[src/rtl/uart_rx_fifo.sv]
// UART receiver with configurable frame format, false-start filter and a show-ahead RX FIFO.
// Each FIFO entry carries the payload plus parity/framing error tags; drops when full raise overrun.
module uart_rx_fifo #(
    parameter int unsigned CLKS_PER_BIT = 12,
    parameter int unsigned DATA_BITS    = 8,
    parameter int unsigned PARITY       = 0,
    parameter int unsigned STOP_BITS    = 1,
    parameter int unsigned FIFO_DEPTH   = 4,
    parameter int unsigned SYNC_STAGES  = 2
) (
    input  logic                             clk,
    input  logic                             reset,
    input  logic                             uart_rx,
    input  logic                             rd_en,
    input  logic                             clr_err,
    output logic [DATA_BITS-1:0]             rd_data,
    output logic                             rd_perr,
    output logic                             rd_ferr,
    output logic                             rd_valid,
    output logic [$clog2(FIFO_DEPTH+1)-1:0]  fifo_count,
    output logic                             overrun,
    output logic                             busy
);

    localparam int unsigned CntW   = $clog2(CLKS_PER_BIT);
    localparam int unsigned PtrW   = $clog2(FIFO_DEPTH);
    localparam int unsigned CountW = $clog2(FIFO_DEPTH + 1);
    localparam int unsigned EntryW = DATA_BITS + 2;

    localparam logic [CntW-1:0]   CntLast = CntW'(CLKS_PER_BIT - 1);
    localparam logic [CntW-1:0]   CntMid  = CntW'(CLKS_PER_BIT / 2 - 1);
    localparam logic [3:0]        BitLast = 4'(DATA_BITS - 1);
    localparam logic [CountW-1:0] Full    = CountW'(FIFO_DEPTH);
    localparam logic              OddPar  = (PARITY == 1);
    localparam logic              HasPar  = (PARITY != 0);
    localparam logic              OneStop = (STOP_BITS == 1);

    typedef enum logic [2:0] {StIdle, StStart, StData, StPar, StStop, StWaitHi} state_e;

    logic [SYNC_STAGES-1:0] sync_q;
    logic                   rxs;
    state_e                 state_q;
    logic [CntW-1:0]        cnt_q;
    logic [3:0]             bit_q;
    logic                   stop_q;
    logic [DATA_BITS-1:0]   shift_q;
    logic                   perr_q;
    logic                   ferr_q;

    logic [EntryW-1:0]      mem_q [FIFO_DEPTH];
    logic [PtrW-1:0]        wr_ptr_q;
    logic [PtrW-1:0]        rd_ptr_q;
    logic [CountW-1:0]      count_q;
    logic                   overrun_q;

    logic                   sample;
    logic                   last_stop;
    logic                   push;
    logic [EntryW-1:0]      push_entry;
    logic                   pop;
    logic                   wr;
    logic                   drop;
    logic [EntryW-1:0]      head;

    assign rxs = sync_q[SYNC_STAGES-1];

    always_ff @(posedge clk) begin
        if (!reset) sync_q <= '1;
        else        sync_q <= {sync_q[SYNC_STAGES-2:0], uart_rx};
    end

    assign sample     = (cnt_q == CntLast);
    assign last_stop  = OneStop || stop_q;
    assign push       = (state_q == StStop) && sample && last_stop;
    // The final stop sample is folded in here so the push happens on the sampling edge.
    assign push_entry = {ferr_q | ~rxs, perr_q, shift_q};

    always_ff @(posedge clk) begin
        if (!reset) begin
            state_q <= StIdle;
            cnt_q   <= '0;
            bit_q   <= '0;
            stop_q  <= 1'b0;
            shift_q <= '0;
            perr_q  <= 1'b0;
            ferr_q  <= 1'b0;
        end else begin
            unique case (state_q)
                StIdle: begin
                    cnt_q  <= '0;
                    bit_q  <= '0;
                    stop_q <= 1'b0;
                    perr_q <= 1'b0;
                    ferr_q <= 1'b0;
                    if (!rxs) state_q <= StStart;
                end
                StStart: begin
                    if (cnt_q == CntMid) begin
                        cnt_q   <= '0;
                        state_q <= rxs ? StIdle : StData;
                    end else begin
                        cnt_q <= cnt_q + 1'b1;
                    end
                end
                StData: begin
                    if (sample) begin
                        cnt_q   <= '0;
                        shift_q <= {rxs, shift_q[DATA_BITS-1:1]};
                        bit_q   <= bit_q + 1'b1;
                        if (bit_q == BitLast) state_q <= HasPar ? StPar : StStop;
                    end else begin
                        cnt_q <= cnt_q + 1'b1;
                    end
                end
                StPar: begin
                    if (sample) begin
                        cnt_q   <= '0;
                        perr_q  <= ((^shift_q) ^ rxs) != OddPar;
                        state_q <= StStop;
                    end else begin
                        cnt_q <= cnt_q + 1'b1;
                    end
                end
                StStop: begin
                    if (sample) begin
                        cnt_q <= '0;
                        if (!rxs) ferr_q <= 1'b1;
                        if (last_stop) state_q <= rxs ? StIdle : StWaitHi;
                        else           stop_q  <= 1'b1;
                    end else begin
                        cnt_q <= cnt_q + 1'b1;
                    end
                end
                StWaitHi: begin
                    if (rxs) state_q <= StIdle;
                end
                default: state_q <= StIdle;
            endcase
        end
    end

    assign pop  = rd_en && (count_q != '0);
    assign wr   = push && ((count_q != Full) || pop);
    assign drop = push && (count_q == Full) && !pop;

    always_ff @(posedge clk) begin
        if (!reset) begin
            wr_ptr_q  <= '0;
            rd_ptr_q  <= '0;
            count_q   <= '0;
            overrun_q <= 1'b0;
        end else begin
            if (wr) begin
                mem_q[wr_ptr_q] <= push_entry;
                wr_ptr_q        <= wr_ptr_q + 1'b1;
            end
            if (pop) rd_ptr_q <= rd_ptr_q + 1'b1;
            if (wr && !pop)      count_q <= count_q + 1'b1;
            else if (!wr && pop) count_q <= count_q - 1'b1;
            if (drop)         overrun_q <= 1'b1;
            else if (clr_err) overrun_q <= 1'b0;
        end
    end

    assign head       = mem_q[rd_ptr_q];
    assign rd_valid   = (count_q != '0);
    assign rd_data    = rd_valid ? head[DATA_BITS-1:0] : '0;
    assign rd_perr    = rd_valid ? head[DATA_BITS] : 1'b0;
    assign rd_ferr    = rd_valid ? head[DATA_BITS+1] : 1'b0;
    assign fifo_count = count_q;
    assign overrun    = overrun_q;
    assign busy       = (state_q != StIdle);

endmodule
[config.mk]
export PLATFORM = sky130hd
export DESIGN_NAME = uart_rx_fifo
export DESIGN_NICKNAME = d
export VERILOG_FILES = /design/src/rtl/uart_rx_fifo.sv
export SDC_FILE = /design/constraint.sdc
export NUM_CORES = 1
export LEC_CHECK = 0
export ABC_AREA = 1
export CAP_MARGIN = 5
export CELL_PAD_IN_SITES_DETAIL_PLACEMENT = 1
export CELL_PAD_IN_SITES_GLOBAL_PLACEMENT = 2
export CORE_ASPECT_RATIO = 0.5
export CORE_UTILIZATION = 39
export DETAILED_ROUTE_END_ITERATION = 16
export PLACE_DENSITY_LB_ADDON = 0.1
export RECOVER_POWER = 100
export SLEW_MARGIN = 10
export SYNTH_ARGS = -nofsm -noshare
export SYNTH_HDL_FRONTEND = slang
export SYNTH_SLANG_ARGS = --single-unit
[constraint.sdc]
create_clock -name clk -period 5.3 [get_ports clk]
set_input_delay 1.59 -clock clk [delete_from_list [all_inputs] [get_ports clk]]
set_output_delay 1.59 -clock clk [all_outputs]
set_load 0.01 [all_outputs]
# Word-level counts from Yosys, hierarchy flattened
# Memories as Yosys holds them, arrays and structs flattened. A register that Yosys moved wholly into a read port is not among the register bits.
# Cells that the tools add are included.
# classes
add_sub_neg,6
mul,0
div_mod_pow,0
n_lt_le_gt_ge,0
n_eq_ne,18
shifts,0
n_mux,32
bitwise_logic,3
n_reduce_logical,26
# op_table
op,count
$mux 3,10
$pmux 3 s6,1
$ne 2x2->1 const B,8
$mux 4,3
$pmux 4 s3,1
$mux 1,10
$reduce_bool 2->1,5
$eq 3x3->1 const B,3
$reduce_bool 3->1,3
$add 4x1->4 const B,2
$eq 4x3->1 const B,2
$mux 8,1
$pmux 4 s2,1
$reduce_xor 8->1,1
$logic_and 1x1->1,7
$reduce_and 7->1,1
$eq 3x2->1 const B,2
$mux 2,3
$reduce_and 2->1,3
$add 2x1->2 const B,2
$eq 4x4->1 const B,1
$pmux 1 s2,2
$add 3x1->3 const B,1
$eq 3x1->1 const B,1
10 further kinds,11
# word_totals
register_bits,31
latchBits,0
mem_bits_rw,40
rom_bits,0
inputBits,5
wordCells,97
memories,1
# memory_table
memory,depth,word_bits,rd,rd_ports_with_merged_regs,write_ports,line_no,rtl
mem_q,4,10,1,1,1,50,logic [EntryW-1:0] mem_q [FIFO_DEPTH];

# Depth between registers and ports, before layout
# Gate-level depths: netlist of the first run.
# logic_depth
depth_word,8
mapped_depth,13

# Least setup slack after synthesis of the first run
# OpenSTA, ideal clock, no wires.
# synth_timing
path_kind,input to register
from,input port rd_en
to,register count_q[1] (netlist: fifo_count[1])
t_arrival_ps,2916
setup_slack_ps,2268
cell_stages,9
n_path_buf,0
cell_sequence,inv_1 nand2_1 nor3_1 nor2_4 ha_1 inv_1 fa_1 o21ai_0 nor2_1
# synth_between
elab_chain_cells,6
word_cells_on_any_way,9
cone_classes,1 x mux; 8 x reduce/logical
# synth_rtl
element,line_no,rtl
start: declaration,14,"input logic rd_en,"
$logic_and 1x1->1 (*),142,assign pop = rd_en && (count_q != '0);
$logic_or 1x1->1,143,assign wr = push && ((count_q != Full) || pop);
$logic_and 1x1->1,143,
$logic_not 1->1,159,else if (!wr && pop) count_q <= count_q - 1'b1;
$logic_and 1x1->1,159,
$reduce_bool 2->1 (no line),n/a,
end signal: assignment,158,if (wr && !pop) count_q <= count_q + 1'b1;
end signal: assignment,159,
end: declaration,53,logic [CountW-1:0] count_q;
# Mark *: on every way between the ends. The rest lies on a longest branch, timed or not.
# A chain may end at the register's enable or synchronous reset.

==> metrics, run 1 <==
outcome=completed; hold endpoint=sync_q[1]; core area=8170 sq um; cts-stage hold buffer count=0; Setup Skew=0.00925 ns; commonest non-fill, non-tap cells in the layout=nor2_1 (71), nand2_1 (65), inv_1 (48); peak per-stage delay on the critical path=0.75 ns; WP data arrival=2.69 ns; deepest clock path buffer count=2; Initial DRC Count=128; number of global-route vias before repair=2726; Worst R2R Setup Slack=2.67 ns; clock sink count=73; Slew headroom=29.1%; Final Util=48.7%; share of layout cells above drive strength 1=7.88%; syn_area_per_cell=8.59 sq um; Worst setup EP type=output pin; post-route cell area=3980 sq um; Cell variety after synth=28; GP Congestion=0.748; RSZ-0062 raised after global routing=false; setup violators final=0; Reg2Reg Depth=11; Fillers=987; initial antenna violation count=0; synth warn=0; Clock transition at path regs=0.05 ns; Post-Synthesis Cells=391; Final HPWL DP=5420 um; top-area cell type share of the netlist area=35.8%; Yosys top cell by area=edfxtp_1; post-route ant nets=0; CP Max Fanout=21; I/O Buffers=20; worst-skew pair later-pin latency=0.34 ns; Total Wirelength=7790 um; highest-delay cell along the critical path=dfxtp_1; Die Area=9010 sq um; fin. max-slew vios=0; Hold Fails Final Rpt=0; FF+latch count, synth=73; HP Class=flop to flop; Seq/Total Area, Yosys=55.4%; Die Span X=133 um; largest net degree at the start of global routing=26; Initial Utilization=41.1%; actual slew at the worst max-slew pin=1.06 ns; hold_sp=sync_q[0]; Std-Cell Rows=23; worst vdd ir=0.223 mV; # H-tree levels=3; Sum Neg Setup Slack=0 ns; wire per inst=14.7 um; Syn Nets=405; most common cell after layout, fill and taps aside=nor2_1; worst r2r dst=fifo_count[2]; Power Density=470 nW/um^2; Bufs and invs on worst path=2; Crit Path Class=flop to output pin; first-pass GRT wire length=13000 um; Period Utilization, post-route=80.8%; Hold Path Depth=1; Setup Fix Bufs, Post-CTS=0; Worst Path Required=3.71 ns; I/O pin total=21; reg2reg start=fifo_count[0]; Post-CTS Resized=0; placed cell area=3660 sq um; TritonCTS clock tree=built; Worst setup SP type=flop; total of max-cap violations=0; first-pass iteration count of the detailed router=4; area growth from synthesis to layout=18.4%; global route overflow=0; Via Count=2580; Remaining DRCs=0; Max Clock Freq=233 MHz; Avg Vias per Cell=4.86; Mapped Area=3360 sq um; Synth area leaders=edfxtp_1 (36%), dfxtp_1 (20%), nor2_1 (7.9%); static leakage=1.63 nW; cells along the critical path=inv_1 > o21ai_0 > a21oi_1 > dlygate4sd3_1; Crit path max-delay family=buffers and inverters; root cell of the clock tree=clkbuf_16; Die Ht=67.6 um; Num CTS Buffers=9; Min Clock Period, post-route=4.28 ns; total power=1.87 mW; ant diodes=0; Final nets=428; Total GRT Usage=19.6%
-- registers in the layout, summed over array words and instances, names as in the netlist, named ones only --
register and cells:
sync_q 2, perr_q 1, wr_ptr_q 2, fifo_count 3, cnt_q 4, overrun 1
ferr_q 1, bit_q 4, shift_q 8, mem_q 40, rd_ptr_q 2, state_q 3
-- stage by stage --
step | hold WS [ns] | setup WS, ns | cells
global placement | 0.396 | 1.57 | 515
detailed placement | 0.403 | 1.47 | 515
global route | 0.428 | 0.818 | 531
finish | 0.412 | 1.02 | 531
floorplan | 0.393 | 2.27 | 391
CTS | 0.416 | 1.07 | 531
-- cells in the mapped netlist (all sizes together) --
master / instances
xor2: 1
nor3: 2
a21oi: 31
edfxtp: 40
nand4: 3
o31ai: 1
buf: 3
or2: 3
nor2: 76
o211ai: 2
dfxtp: 33
ha: 8
o211a: 1
nand3: 11
clkinv: 2
xnor2: 1
fa: 1
nand2: 71
clkbuf: 7
o21ai: 43
inv: 51
-- kinds of logic (layout without fill, tap and decap cells) --
family	after synthesis	count (layout)	synth area share (%)
AO/OA/AOI/OAI	78	78	12.0
XOR/XNOR	2	2	0.522
flip-flops	73	73	55.4
adder cells (fa/ha/maj)	9	9	3.58
buffers and inverters	63	91	7.60
AND/OR/NAND/NOR	166	166	20.9
-- final cells by class --
class	count	area [sq um]	area share, %
repair buffers	22	208	5.22
flip-flops and latches	73	1860	46.8
clock inverters	7	100	2.52
inverters	53	199	5.00
well taps	112	140	3.52
multi-input cells	255	1240	31.2
clock buffers	9	225	5.66
-- layer usage --
layer	global-route usage [%]	up-vias	share of wire, %
met3	5.63	11	2.5
met4	7.10	0	1.5
met1	21.7	1220	47
li1	-	1319	-
met5	0	-	0
met2	36.6	30	49
-- where the power goes --
group	internal [mW]	switching, mW	leakage, nW
clock	0.417	0.241	0.161
combinational	0.206	0.312	0.826
sequential	0.629	0.0639	0.638
total	1.25	0.617	1.63
-- worst max-delay path by stage --
stage               slack [ns]  cells past startpoint            end  start
CTS                       1.07                      4     rd_data[7]   flop
floorplan                 2.27                      9  fifo_count[1]  rd_en
global placement          1.57                      7    mem_q[3][0]  rd_en
global route              0.82                      4     rd_data[7]   flop
detailed placement        1.47                      7    mem_q[3][2]  rd_en
finish                    1.02                      4     rd_data[7]   flop
No activity file was read; power rests on OpenSTA's default activity.
==> run 2: changes to the inputs <==
- CORE_UTILIZATION: 39 -> 36
- clock period: 5.3 -> 4.2 ns (I/O delays scaled with it)
==> run 2 against run 1 <==
- the flow now finishes with violations (design-rule violations)
- sequential cell count unchanged
- final area fell by 0.41%
- core utilization is 4.1 points lower
- total power up 22%
- first-iteration DRC count fell by 23%
- register-to-register slack worse by 1.0 ns
- clock-buffer cell count rose by 1
- sequential share of layout area is 0.19 points higher
- via count shrank 0.16%
- combinational power grew 29%
- non-clock buffer count grew 5
- critical path type unchanged
- highest routed layer unchanged
==> metrics, run 2 (same netlist as run 1, synthesis figures left out) <==
TritonCTS clock tree=built (unchanged); RSZ-0062 raised after global routing=false (unchanged); hold endpoint=sync_q[1] (unchanged); Worst Path Required=2.94 ns (was 3.71 ns); outcome=complete, but fails checks (was completed); ant diodes=0 (unchanged); Final nets=433 (was 428); WP data arrival=2.41 ns (was 2.69 ns); Reg2Reg Depth=11 (unchanged); Slew headroom=53.4% (was 29.1%); Hold Worst Slack=0.419 ns (was 0.412 ns); first-pass iteration count of the detailed router=10 (was 4); Total GRT Usage=17.0% (was 19.6%); worst vdd ir=0.243 mV (was 0.223 mV); cells along the critical path=clkinv_1 > nor2_1 > o21ai_0 > a21oi_1 > dlygate4sd3_1 (was inv_1 > o21ai_0 > a21oi_1 > dlygate4sd3_1); final worst setup slack=0.528 ns (was 1.02 ns); violated checks=design-rule violations; placed cell area=3700 sq um (was 3660 sq um); Die Span X=139 um (was 133 um); core area=8890 sq um (was 8170 sq um); post-route cell area=3960 sq um (was 3980 sq um); actual slew at the worst max-slew pin=0.698 ns (was 1.06 ns); Remaining DRCs=2 (was 0); wire per inst=14.0 um (was 14.7 um); fin. max-slew vios=0 (unchanged); Initial Utilization=37.8% (was 41.1%); share of layout cells above drive strength 1=6.84% (was 7.88%); Crit Path Class=flop to output pin (unchanged); cts-stage hold buffer count=0 (unchanged); Initial DRC Count=98 (was 128); root cell of the clock tree=clkbuf_16 (unchanged); # H-tree levels=3 (unchanged); Std-Cell Rows=24 (was 23); hold_sp=sync_q[0] (unchanged); Hold Path Depth=1 (unchanged); Setup Skew=0.00588 ns (was 0.00925 ns); post-route ant nets=0 (unchanged); Fillers=1044 (was 987); CP Max Fanout=11 (was 21); Post-Layout Cell Count=541 (was 531); global route overflow=0 (unchanged); area growth from synthesis to layout=17.9% (was 18.4%); Biggest register=mem_q (unchanged); Period Utilization, post-route=87.4%; I/O pin total=21 (unchanged); Setup Fix Bufs, Post-CTS=0 (unchanged); Worst setup EP type=output pin (unchanged); initial antenna violation count=0 (unchanged); most common cell after layout, fill and taps aside=nor2_1 (unchanged); Register Area=1860 sq um (unchanged); commonest non-fill, non-tap cells in the layout=nor2_1 (72), nand2_1 (65), inv_1 (48) (was nor2_1 (71), nand2_1 (65), inv_1 (48)); clock sink count=73 (unchanged); Largest regs=mem_q x40, shift_q x8 (unchanged); Via Count=2576 (was 2580); Largest register FFs=40 (unchanged); GP Congestion=0.812 (was 0.748); dpl cells=525 (was 515); Worst R2R Setup Slack=1.62 ns (was 2.67 ns); Sum Neg Setup Slack=0 ns (unchanged); setup violators final=0 (unchanged); Min Clock Period, post-route=3.67 ns; Die Area=9750 sq um (was 9010 sq um); Max Clock Freq=272 MHz; worst-skew pair later-pin latency=0.33 ns (was 0.34 ns); Avg Vias per Cell=4.76 (was 4.86); peak per-stage delay on the critical path=0.64 ns (was 0.75 ns); Clock transition at path regs=0.05 ns (about the same); worst r2r dst=fifo_count[2] (unchanged); number of global-route vias before repair=2548 (was 2726); Num CTS Buffers=9 (unchanged); Worst setup SP type=flop (unchanged); total of max-cap violations=0 (unchanged); static leakage=1.61 nW (was 1.63 nW); area occupied by multi-input gates=1230 sq um (was 1240 sq um); I/O Buffers=20 (unchanged); Post-CTS Resized=0 (unchanged); Final HPWL DP=5520 um (was 5420 um); deepest clock path buffer count=2 (unchanged); Total Wirelength=7560 um (was 7790 um); HP Class=flop to flop (unchanged); Power Density=574 nW/um^2 (was 470 nW/um^2); largest net degree at the start of global routing=21 (was 26); highest-delay cell along the critical path=dlygate4sd3_1 (was dfxtp_1); Die Ht=70.3 um (was 67.6 um); Hold Fails Final Rpt=0 (unchanged); reg2reg start=fifo_count[0] (unchanged); first-pass GRT wire length=12600 um (was 13000 um); Placement Setup Slack=0.879 ns (was 1.47 ns)
## run 2: where the power goes
| group | internal, mW | switching (mW) |
|---|---|---|
| combinational | 0.264 | 0.404 |
| sequential | 0.794 | 0.0718 |
| clock | 0.456 | 0.281 |
## run 2: worst max-delay path by stage
stage	startpoint	slack, ns	end
after floorplan	rd_en	1.50	fifo_count[1]
after global placement	rd_en	0.95	fifo_count[2]
after detailed placement	rd_en	0.88	fifo_count[2]
after CTS	flop	0.59	rd_data[7]
after global routing	flop	0.32	rd_data[7]
final	flop	0.53	rd_data[7]
## run 2: worst max-delay path, delay by kind of cell, from the launching register on
kind / cells / cell delay (ns)
buf+inv: 2 / 1.05
flops: 1 / 0.55
compound gates: 2 / 0.28
simple gates: 1 / 0.20
## run 2: per-stage QoR
stage                     power (mW)  util (%)
after detailed placement        1.59      41.7
after CTS                       2.34      44.9
after global placement          1.56      41.7
after floorplan                 1.31         -
final                           2.27      44.6
after global routing            2.41      44.6
## run 2: final cells by class
| type | instances | area share, % |
|---|---|---|
| sequential | 73 | 47.0 |
| multi-input combinational | 255 | 31.2 |
| timing repair buffer | 27 | 5.81 |
| clock buffer | 10 | 5.78 |
| inverter | 53 | 5.02 |
| tap | 117 | 3.70 |
| clock inverter | 6 | 1.48 |
## run 2: per-layer routing
| metal | up-vias | GRT usage (%) | part of all wire, % |
|---|---|---|---|
| met1 | 1215 | 21.2 | 50 |
| met2 | 24 | 28.8 | 46 |
| li1 | 1329 | - | - |
| met3 | 8 | 5.21 | 3.2 |
| met5 | - | 0 | 0 |
| met4 | 0 | 4.81 | 0.91 |
==> run 3: changes to the inputs <==
- ABC_AREA: 1 -> not set
- CORE_UTILIZATION: 36 -> 41
- TNS_END_PERCENT: not set -> 20
==> run 3 against run 2 <==
- the run now ends clean
- total power decreased by 7.6%
- first-iteration DRC count is 19% lower
- non-clock buffer count fell by 6
- hold slack worse by 0.0086 ns
- critical path depth is 2 lower
- combinational power decreased by 34%
- critical endpoint is now rd_data[0]
==> metrics, run 3 <==
outcome=completed (was complete, but fails checks); most common cell after layout, fill and taps aside=edfxtp_1 (was nor2_1); Cell variety after synth=44 (was 28); global route overflow=0 (unchanged); Clock transition at path regs=0.06 ns (was 0.05 ns); Via Count=1830 (was 2576); number of synthesized flops with an enable pin=40 (unchanged); Sum Neg Setup Slack=0 ns (unchanged); Synth area leaders=edfxtp_1 (38%), dfxtp_1 (21%), mux4_2 (7.1%) (was edfxtp_1 (36%), dfxtp_1 (20%), nor2_1 (7.9%)); Slew headroom=18.6% (was 53.4%); Num CTS Buffers=9 (unchanged); clock sink count=73 (unchanged); fin. max-slew vios=0 (unchanged); top-area cell type share of the netlist area=38.1% (was 35.8%); Setup Fix Bufs, Post-CTS=0 (unchanged); Crit Path Class=flop to output pin (unchanged); first-pass GRT wire length=10100 um (was 12600 um); static leakage=1.31 nW (was 1.61 nW); Final HPWL DP=4020 um (was 5520 um); synth warn=0 (unchanged); Total GRT Usage=17.2% (was 17.0%); Post-Layout Cell Count=358 (was 541); number of global-route vias before repair=1920 (was 2548); Std-Cell Rows=22 (was 24); Yosys top cell by area=edfxtp_1 (unchanged); # H-tree levels=3 (unchanged); asr flop ratio synth=0% (unchanged); largest net degree at the start of global routing=28 (was 21); top cells by count, synth=edfxtp_1 (40), dfxtp_1 (33), nor2_1 (24), and2_1 (14) (was nor2_1 (71), nand2_1 (65), inv_1 (48), edfxtp_1 (40), o21ai_0 (38)); Max Clock Freq=267 MHz (was 272 MHz); HP Class=flop to flop (unchanged); ant diodes=0 (unchanged); Seq/Total Area, Yosys=59.1% (was 55.4%); cts-stage hold buffer count=0 (unchanged); WP data arrival=2.49 ns (was 2.41 ns); Period Utilization, post-route=89.2% (was 87.4%); syn_area_per_cell=13.5 sq um (was 8.59 sq um); RSZ-0062 raised after global routing=false (unchanged); Largest regs=mem_q x40, shift_q x8 (unchanged); Remaining DRCs=0 (was 2); Setup Skew=0.00527 ns (was 0.00588 ns); wire per inst=16.9 um (was 14.0 um); post-route ant nets=0 (unchanged); total of max-cap violations=0 (unchanged); commonest non-fill, non-tap cells in the layout=edfxtp_1 (40), dfxtp_1 (33), nor2_1 (24) (was nor2_1 (72), nand2_1 (65), inv_1 (48)); top_reg_cell synth=edfxtp_1 (unchanged); root cell of the clock tree=clkbuf_16 (unchanged); setup violators final=0 (unchanged); Seq pwr share=39.5% (was 38.1%); Mapped Area=3150 sq um (was 3360 sq um); Sw Share=25.8% (was 33.3%); initial antenna violation count=0 (unchanged); Clock Power Share=39.5% (was 32.5%); Die Area=8060 sq um (was 9750 sq um); Worst setup SP type=flop (unchanged); Bufs and invs on worst path=1 (was 2); Net Sw Power=0.542 mW (was 0.757 mW); Hold Fails Final Rpt=0 (unchanged); area growth from synthesis to layout=18.7% (was 17.9%); Initial DRC Count=79 (was 98); Post-CTS Resized=0 (unchanged); Die Ht=64.0 um (was 70.3 um); share of layout cells above drive strength 1=11.8% (was 6.84%); Worst Path Required=2.94 ns (about the same); TritonCTS clock tree=built (unchanged); cells along the critical path=mux4_2 > and2_1 > dlygate4sd3_1 (was clkinv_1 > nor2_1 > o21ai_0 > a21oi_1 > dlygate4sd3_1); Total Wirelength=6050 um (was 7560 um); Biggest register=mem_q (unchanged); internal power=1.56 mW (was 1.51 mW); worst-skew pair later-pin latency=0.33 ns (about the same); CP Max Fanout=10 (was 11); peak per-stage delay on the critical path=0.78 ns (was 0.64 ns); I/O pin total=21 (unchanged); Post-Synthesis Cells=234 (was 391); Syn Nets=248 (was 405); worst vdd ir=0.189 mV (was 0.243 mV); actual slew at the worst max-slew pin=1.22 ns (was 0.698 ns); Die Span X=126 um (was 139 um); Worst setup EP type=output pin (unchanged); GP Congestion=0.676 (was 0.812); Largest register FFs=40 (unchanged); deepest clock path buffer count=2 (unchanged); Min Clock Period, post-route=3.75 ns (was 3.67 ns); highest-delay cell along the critical path=dfxtp_1 (was dlygate4sd3_1); Power Density=561 nW/um^2 (was 574 nW/um^2); dpl cells=342 (was 525); first-pass iteration count of the detailed router=4 (was 10); Avg Vias per Cell=5.11 (was 4.76); combinational power share=21.0% (was 29.4%); Crit path max-delay family=flip-flops (was buffers and inverters); FF+latch count, synth=73 (unchanged); Final nets=271 (was 433); Initial Utilization=42.7% (was 37.8%); count leader, synth=edfxtp_1 (was nor2_1); core area=7380 sq um (was 8890 sq um); I/O Buffers=20 (unchanged)
[run 3: routing by layer]
metal  up-vias  GRT usage, %  routed length (um)
met2        19          28.1                2900
li1        897             -                   -
met5         -             0                   0
met3         9          6.03                 172
met1       905          21.5                2900
met4         0          5.87                  77
[run 3: final cells by class]
type,instances,area (sq um)
multi-input combinational,144,1190
clock inverter,6,90.1
tap,96,120
timing repair buffer,21,204
inverter,8,30.0
sequential,73,1860
clock buffer,10,239
fill,767,3640
[run 3: logic make-up after synthesis]
| logic type | after synthesis | share of synthesized area [%] |
|---|---|---|
| and+or+nand+nor | 80 | 15.5 |
| AOI/OAI and AO/OA | 19 | 4.01 |
| xor gates and xnor gates | 16 | 4.88 |
| DFF | 73 | 59.1 |
| muxes | 20 | 10.3 |
| buffers and inverters | 17 | 2.42 |
| adders and majority gates | 9 | 3.81 |
[run 3: final timing paths]
kind | start | endpoint | slack, ns | cells after the start
worst max register to register | cnt_q[0] | fifo_count[2] | 1.54 | 9
worst min-delay path | sync_q[0] | sync_q[1] | 0.41 | 1
worst max-delay path | flop | rd_data[0] | 0.45 | 3
worst min register to register | sync_q[0] | sync_q[1] | 0.41 | 1
[run 3: power groups by stage]
stage	clock, mW	combinational, mW	sequential, mW
after CTS	0.848	0.494	0.834
after detailed placement	0	0.492	0.850
final	0.828	0.442	0.829
after global placement	0	0.481	0.849
after floorplan	0	0.280	0.817
after global routing	0.880	0.486	0.840
[run 3: metrics by stage]
step	power, mW	hold slack, ns	utilization [%]	instance area [sq um]	setup slack, ns
final	2.10	0.410	50.7	3740	0.453
after global routing	2.21	0.427	50.7	3740	0.309
after CTS	2.18	0.414	51.0	3760	0.500
after detailed placement	1.34	0.397	46.5	3430	0.673
after global placement	1.33	0.403	46.5	3430	0.778
after floorplan	1.10	0.386	-	3150	1.39
[run 3: worst reg2reg max path, stage by stage (launching register included)]
cell and delay [ns]:
dfxtp_1 0.39, ha_1 0.29, nand3b_1 0.29, nor3_4 0.32, ha_1 0.24, inv_1 0.06, fa_1 0.37, xor2_1 0.16
or3_1 0.31, a21oi_1 0.14
